**src/rtl/tetris_score_if.sv**
```systemverilog
// Line-clear event handshake, game-control pulses and scoreboard outputs of the
// Tetris scoring block.
interface tetris_score_if;
  logic        clear_valid;
  logic [2:0]  clear_lines;
  logic        clear_ready;
  logic        soft_drop;
  logic        game_over;
  logic        new_game;
  logic [12:0] score;
  logic [3:0]  level;
  logic [7:0]  lines_total;
  logic        busy;
  logic        over;

  modport master (
    output clear_valid, clear_lines, soft_drop, game_over, new_game,
    input  clear_ready, score, level, lines_total, busy, over
  );

  modport slave (
    input  clear_valid, clear_lines, soft_drop, game_over, new_game,
    output clear_ready, score, level, lines_total, busy, over
  );
endinterface

```
**src/rtl/tetris_score.sv**
```systemverilog
// Tetris scoring: awards base points x (level+1) by repeated addition over
// level+1 cycles, tracks level and cleared lines, and drains soft-drop points.
module tetris_score (
  input  logic          clk,
  input  logic          rst,
  tetris_score_if.slave bus
);

  typedef enum logic [1:0] {IDLE, ADD, COMMIT, OVER} state_t;

  state_t      state, state_nxt;
  logic [10:0] base;
  logic [10:0] acc;
  logic [3:0]  cnt;
  logic [2:0]  n_lines;
  logic [3:0]  pending;
  logic [12:0] score_q;
  logic [3:0]  level_q;
  logic [7:0]  lines_q;
  logic [7:0]  lines_new;
  logic        accept;
  logic        drain;
  logic        drop_inc;

  function automatic logic [10:0] base_points(input logic [2:0] n);
    case (n)
      3'd1:    return 11'd4;
      3'd2:    return 11'd10;
      3'd3:    return 11'd30;
      3'd4:    return 11'd120;
      default: return 11'd0;
    endcase
  endfunction

  function automatic logic [12:0] sat_score(input logic [12:0] a, input logic [11:0] b);
    logic [13:0] s;
    s = {1'b0, a} + {2'b00, b};
    return s[13] ? 13'h1FFF : s[12:0];
  endfunction

  function automatic logic [7:0] sat_lines(input logic [7:0] a, input logic [2:0] b);
    logic [8:0] s;
    s = {1'b0, a} + {6'd0, b};
    return s[8] ? 8'hFF : s[7:0];
  endfunction

  function automatic logic [3:0] level_of(input logic [7:0] l);
    logic [7:0] q;
    q = l / 8'd10;
    return (q > 8'd9) ? 4'd9 : q[3:0];
  endfunction

  assign accept    = (state == IDLE) && bus.clear_valid && !bus.new_game && !bus.game_over;
  assign drain     = (state == IDLE) && !accept && (pending != 4'd0) &&
                     !bus.new_game && !bus.game_over;
  assign drop_inc  = bus.soft_drop && (state != OVER);
  assign lines_new = sat_lines(lines_q, n_lines);

  always_ff @(posedge clk) begin
    if (rst) state <= IDLE;
    else     state <= state_nxt;
  end

  always_comb begin
    state_nxt = state;
    case (state)
      IDLE:    if (accept) state_nxt = ADD;
      ADD:     if (cnt == 4'd0) state_nxt = COMMIT;
      COMMIT:  state_nxt = IDLE;
      default: state_nxt = OVER;
    endcase
    if (bus.game_over) state_nxt = OVER;
    if (bus.new_game)  state_nxt = IDLE;
  end

  // Award datapath: base and level snapshot taken on accept, summed during ADD
  always_ff @(posedge clk) begin
    if (bus.new_game) begin
      acc <= 11'd0;
    end else if (accept) begin
      base    <= base_points(bus.clear_lines);
      n_lines <= (bus.clear_lines > 3'd4) ? 3'd0 : bus.clear_lines;
      cnt     <= level_q;
      acc     <= 11'd0;
    end else if (state == ADD) begin
      acc <= acc + base;
      if (cnt != 4'd0) cnt <= cnt - 4'd1;
    end
  end

  // Scoreboard: commit of an award, or one soft-drop point per idle cycle
  always_ff @(posedge clk) begin
    if (rst || bus.new_game) begin
      score_q <= 13'd0;
      level_q <= 4'd0;
      lines_q <= 8'd0;
    end else if (!bus.game_over) begin
      if (state == COMMIT) begin
        score_q <= sat_score(score_q, {1'b0, acc});
        lines_q <= lines_new;
        level_q <= level_of(lines_new);
      end else if (drain) begin
        score_q <= sat_score(score_q, 12'd1);
      end
    end
  end

  always_ff @(posedge clk) begin
    if (rst || bus.new_game || bus.game_over) begin
      pending <= 4'd0;
    end else if (drop_inc && !drain) begin
      if (pending != 4'd15) pending <= pending + 4'd1;
    end else if (!drop_inc && drain) begin
      pending <= pending - 4'd1;
    end
  end

  assign bus.clear_ready = (state == IDLE);
  assign bus.busy        = (state == ADD) || (state == COMMIT);
  assign bus.over        = (state == OVER);
  assign bus.score       = score_q;
  assign bus.level       = level_q;
  assign bus.lines_total = lines_q;

endmodule

```
**src/flat_wrapper.sv**
```systemverilog
// flat-port wrapper written by rule: the top's interface ports become plain ports
module tetris_score_flat 
  (clk, rst, bus_clear_valid, bus_clear_lines, bus_soft_drop, bus_game_over, bus_new_game, bus_clear_ready, bus_score, bus_level, bus_lines_total, bus_busy, bus_over);
  tetris_score_if bus_i ();
  input  logic clk;
  input  logic rst;
  input wire logic [$bits(bus_i.clear_valid)-1:0] bus_clear_valid;
  input wire logic [$bits(bus_i.clear_lines)-1:0] bus_clear_lines;
  input wire logic [$bits(bus_i.soft_drop)-1:0] bus_soft_drop;
  input wire logic [$bits(bus_i.game_over)-1:0] bus_game_over;
  input wire logic [$bits(bus_i.new_game)-1:0] bus_new_game;
  output wire logic [$bits(bus_i.clear_ready)-1:0] bus_clear_ready;
  output wire logic [$bits(bus_i.score)-1:0] bus_score;
  output wire logic [$bits(bus_i.level)-1:0] bus_level;
  output wire logic [$bits(bus_i.lines_total)-1:0] bus_lines_total;
  output wire logic [$bits(bus_i.busy)-1:0] bus_busy;
  output wire logic [$bits(bus_i.over)-1:0] bus_over;
  assign bus_i.clear_valid = bus_clear_valid;
  assign bus_i.clear_lines = bus_clear_lines;
  assign bus_i.soft_drop = bus_soft_drop;
  assign bus_i.game_over = bus_game_over;
  assign bus_i.new_game = bus_new_game;
  assign bus_clear_ready = bus_i.clear_ready;
  assign bus_score = bus_i.score;
  assign bus_level = bus_i.level;
  assign bus_lines_total = bus_i.lines_total;
  assign bus_busy = bus_i.busy;
  assign bus_over = bus_i.over;
  tetris_score u_core (.clk(clk), .rst(rst), .bus(bus_i));
endmodule
```
**config.mk**
```make
export PLATFORM = sky130hd
export DESIGN_NAME = tetris_score_flat
export DESIGN_NICKNAME = d
export VERILOG_FILES = /design/src/rtl/tetris_score_if.sv /design/src/rtl/tetris_score.sv /design/src/flat_wrapper.sv
export SDC_FILE = /design/constraint.sdc
export NUM_CORES = 1
export LEC_CHECK = 0
export ABC_CLOCK_PERIOD_IN_PS = 2800
export CORE_ASPECT_RATIO = 2
export CORE_MARGIN = 1
export CORE_UTILIZATION = 55
export DETAILED_ROUTE_END_ITERATION = 12
export GPL_ROUTABILITY_DRIVEN = 1
export PLACE_DENSITY = 0.74
export SETUP_SLACK_MARGIN = 0.4
export SYNTH_ARGS = -nofsm -noshare
export SYNTH_HDL_FRONTEND = slang
export SYNTH_SLANG_ARGS = --single-unit
```
**constraint.sdc**
```tcl
create_clock -name clk -period 2.8 [get_ports clk]
set_input_delay 0.28 -clock clk [delete_from_list [all_inputs] [get_ports clk]]
set_output_delay 0.28 -clock clk [all_outputs]
set_load 0.01 [all_outputs]
```
==> results list <==
- Counting distinct cell types in the post-synthesis netlist gives between 70 and 80.
- Fill cells in the final layout number between 500 and 600.
- Remaining max-slew budget at the tightest pin: between 60% and 70%
- Leaving out fill and tap cells, the most frequent cell in the layout is sky130_fd_sc_hd__a21oi_1.
- Setup violations remaining at the end of the flow were counted as 0.
- Minimum clock period after layout: approximately 2.6 ns
- Register bit count reported by yosys: 53
- Minimum hold slack: 0.486 ns
- The H-tree generated during clock tree synthesis spans 2 levels.
- Highest metal layer with signal wires: met4
* P_leak: 1.84 nW
* Die span in x: around 62 microns
* Startpoint type of the worst setup path: flip-flop
* Type of the most critical hold path: reg2reg
- Floorplan die area: approximately 0.0075 sq mm
- Along the worst hold path, the cell count comes to 2.
- Number of antenna violations at the first check in global routing: 0
* Predominant post-synthesis flop cell: sky130_fd_sc_hd__dfxtp_1
- For this run, design rule violations remaining after detail routing come to 0.
* Mapped cell area: slightly below 0.004 sq mm
- The initial utilization of the core area, before any placement, comes to a little under three fifths.
* Placed cells: between 600 and 700
- The average instance in the mapped netlist occupies 8.26 sq um.
- In this run the power density over the cells is 327 mW/mm^2.
- Via count: approximately 3900
- Met1 Routed Length: 3880 microns
- Number of cells on the worst reg-to-reg path: 10
- The first global-routing pass estimated 17300 microns of wire.
- For this run, the total global-route usage over all layers was measured as a little under a third.
* Port Buffer Count: 36
- Largest net degree at the start of global routing: 24
- Setup repair after global routing could not meet its margin everywhere.
- Worst reg2reg path startpoint: u_core.n_lines[1]
* Cell count after synthesis: ~470
- First-iteration detailed-routing DRC count: between 200 and 250
- Data arrival, critical path: between 2 and 3 ns
* Count of final max-slew check failures: 0
- For this block, the routed nets add up to ~12000 microns of wire.
* Clock tree from TritonCTS: yes
- Pre-Repair DR Iteration Count: 5
- CP Max Fanout: 4
- Std cell rows: 43
- Maximum frequency from static timing analysis: 391 MHz
- Setup total negative slack on the finished layout was measured at 0 ns.
- The detail route stage leaves a number of antenna-violating nets equal to 0.
* Average wire per standard cell: roughly 18 microns
* Maximum buffer depth of the clock tree: 2
* Setup skew after layout: 0.00360 ns
- Reg clk slew, reported paths: around 0.07 ns
* Ratio of cells with drive above 1 in the final layout: a little under a quarter
- Floorplan die height: between 100 and 150 microns
* Crit path capture type: flip-flop
- Hold endpoint: u_core.bus.lines_total[2]
- In this run the critical register-to-register path is captured at u_core.bus.level[0].
- Summing all flip-flop and latch instances after layout gives approximately 0.0012 sq mm.
- Aggregate global routing overflow: 0
- Worst R2R Setup Slack: between 0.2 and 0.25 ns
- The setup path with the least slack is of type reg2reg.
* VDD IR max: just under 0.3 mV
- Proportion of synthesized chip area in sequential cells: between 30% and 40%
- In this run the cell area measured after placement is roughly 0.0044 sq mm.
* Origin of the worst min-delay path: u_core.bus.lines_total[2]
- Antenna Cells: 0
* Period utilization: 91.3%
- Met2 routed wirelength: about 6700 microns
- Max-cap violations in this run came to 0.
- In the synthesized netlist the async set-or-reset flop fraction comes to 0%.
- For this design the top-level I/O count stands at 37.
- The area growth from synthesis to layout is 31.2%.
* Net Count, Synth: approximately 500
- Status: finished, final reports clean
- TritonCTS buffer count: 5
- Data on the critical path is required at its endpoint by 2.99 ns.
- The finished cells cover a little over 0.005 sq mm.
* Detailed placer's ending HPWL: 8170 microns
- Summing all multi-input logic gate instances after layout gives 0.00287 sq mm.
- For this design, the sink count on the clock tree is 53.
* Cell at the root of the clock tree: sky130_fd_sc_hd__clkbuf_16
* Final hold violation count: 0
* Total power of the final layout: ~1.7 mW
- Final Instance Count excl. Fillers: about 630
* Clock Latency Late Sink: roughly 0.30 ns
- For this run, the number of Yosys warnings is 0.
- The final layout contains roughly 580 nets.
- In this run, post-CTS hold repair placed 0 buffers.
- In the routed layout, each cell is associated on average with a via count of approximately 6.2.
* Floorplan Core Area: just under 0.007 sq mm
- The congestion estimate from routability-driven global placement came to between 0.9 and 1.
- Number of enable flip-flop cells after synthesis: 12
- For the pin with the worst max-slew slack, the measured transition is approximately 0.60 ns.
- The library cells used most frequently in the layout, excluding fill and tap cells, are sky130_fd_sc_hd__a21oi_1, sky130_fd_sc_hd__nor2_1, sky130_fd_sc_hd__nand2_1.
- Metal3 WL: just over 500 microns
- The via count of the first global-routing pass is around 3700.
## kinds of logic (layout without fill, tap and decap cells)
logic type | count (synthesis) | in the layout | share of synthesized area [%]
and+or+nand+nor | 167 | 167 | 22.1
AOI/OAI and AO/OA | 144 | 144 | 24.4
DFF | 53 | 53 | 30.3
buffers and inverters | 46 | 112 | 5.04
adders and majority gates | 31 | 31 | 10.7
xor gates and xnor gates | 22 | 22 | 4.94
muxes | 9 | 9 | 2.47
## Yosys cell counts, drive strengths merged, types with 5 or more instances
cell type | count | share of area (%)
edfxtp | 12 | 9.2
mux2i | 7 | 1.9
nor2 | 43 | 4.3
nor2b | 9 | 1.4
a31oi | 5 | 0.80
xnor2 | 19 | 4.3
o21ai | 35 | 4.8
a21o | 6 | 1.2
nor3 | 18 | 2.4
a21oi | 46 | 6.0
or2 | 7 | 1.1
nand3 | 9 | 1.2
clkbuf | 10 | 0.96
inv | 28 | 2.7
nand4 | 6 | 0.96
dfxtp | 41 | 21
nand2 | 41 | 4.0
o21a | 5 | 0.96
buf | 8 | 1.4
or3 | 6 | 1.2
ha | 27 | 8.7
nand2b | 8 | 1.3
a211oi | 10 | 2.1
nor4 | 6 | 1.5
## final cells by class
cell class	instances	area share (%)
sequential	53	23.6
timing repair buffer	76	13.4
clock inverter	1	0.122
clock buffer	7	2.59
inverter	28	2.05
tap	90	2.20
multi-input combinational	373	56.0
## routing by layer
metal,track usage [%],vias up
met5,0,-
met2,58.0,134
met3,6.40,40
met1,29.9,1881
li1,-,1858
met4,16.8,0
## state kept, by name, indices dropped and copies added (netlist names)
name                    flops
u_core.cnt                  4
u_core.base                 5
u_core.bus.level            4
u_core.acc                 10
u_core.state                2
u_core.n_lines              3
u_core.bus.lines_total      8
u_core.bus.score           13
u_core.pending              4
## per-stage QoR
step	setup slack [ns]	utilization [%]
finish	0.244	74.3
global route	0.202	74.3
CTS	0.346	67.7
detailed placement	0.173	64.6
global placement	0.247	64.6
floorplan	0.415	-
## report_power, final
| group | total [mW] | internal [mW] | switching [mW] | leakage, nW |
|---|---|---|---|---|
| registers | 0.810 | 0.795 | 0.0155 | 0.451 |
| clock network | 0.622 | 0.334 | 0.288 | 0.0684 |
| logic | 0.243 | 0.108 | 0.135 | 1.32 |
## what timing repair did
action | CTS | global route
pin swaps | 3 | 27
endpoints found under the setup margin | 7 | 19
resized for setup | 13 | 76
buffers inserted | 5 | 13
## critical path, cell delays in order, from the launching register on
cell                       delay [ns]
sky130_fd_sc_hd__edfxtp_1        0.46
sky130_fd_sc_hd__ha_4            0.32
sky130_fd_sc_hd__a211oi_4        0.08
sky130_fd_sc_hd__buf_6           0.14
sky130_fd_sc_hd__o311a_4         0.36
sky130_fd_sc_hd__nor4_4          0.35
sky130_fd_sc_hd__buf_4           0.18
sky130_fd_sc_hd__buf_4           0.11
sky130_fd_sc_hd__o221ai_1        0.18
sky130_fd_sc_hd__a21oi_2         0.18
sky130_fd_sc_hd__a31oi_1         0.09
## how the worst max path moves through the flow
stage | from | to | slack [ns] | cells past startpoint
after CTS | u_core.n_lines[0] | u_core.bus.level[0] | 0.35 | 9
final | u_core.n_lines[1] | u_core.bus.level[0] | 0.24 | 10
after global placement | bus_game_over | u_core.pending[3] | 0.25 | 11
after detailed placement | bus_game_over | u_core.pending[3] | 0.17 | 11
after floorplan | u_core.bus.lines_total[0] | u_core.bus.level[0] | 0.42 | 10
after global routing | u_core.n_lines[1] | u_core.bus.level[0] | 0.20 | 10
(Power assumes the default switching activity.)
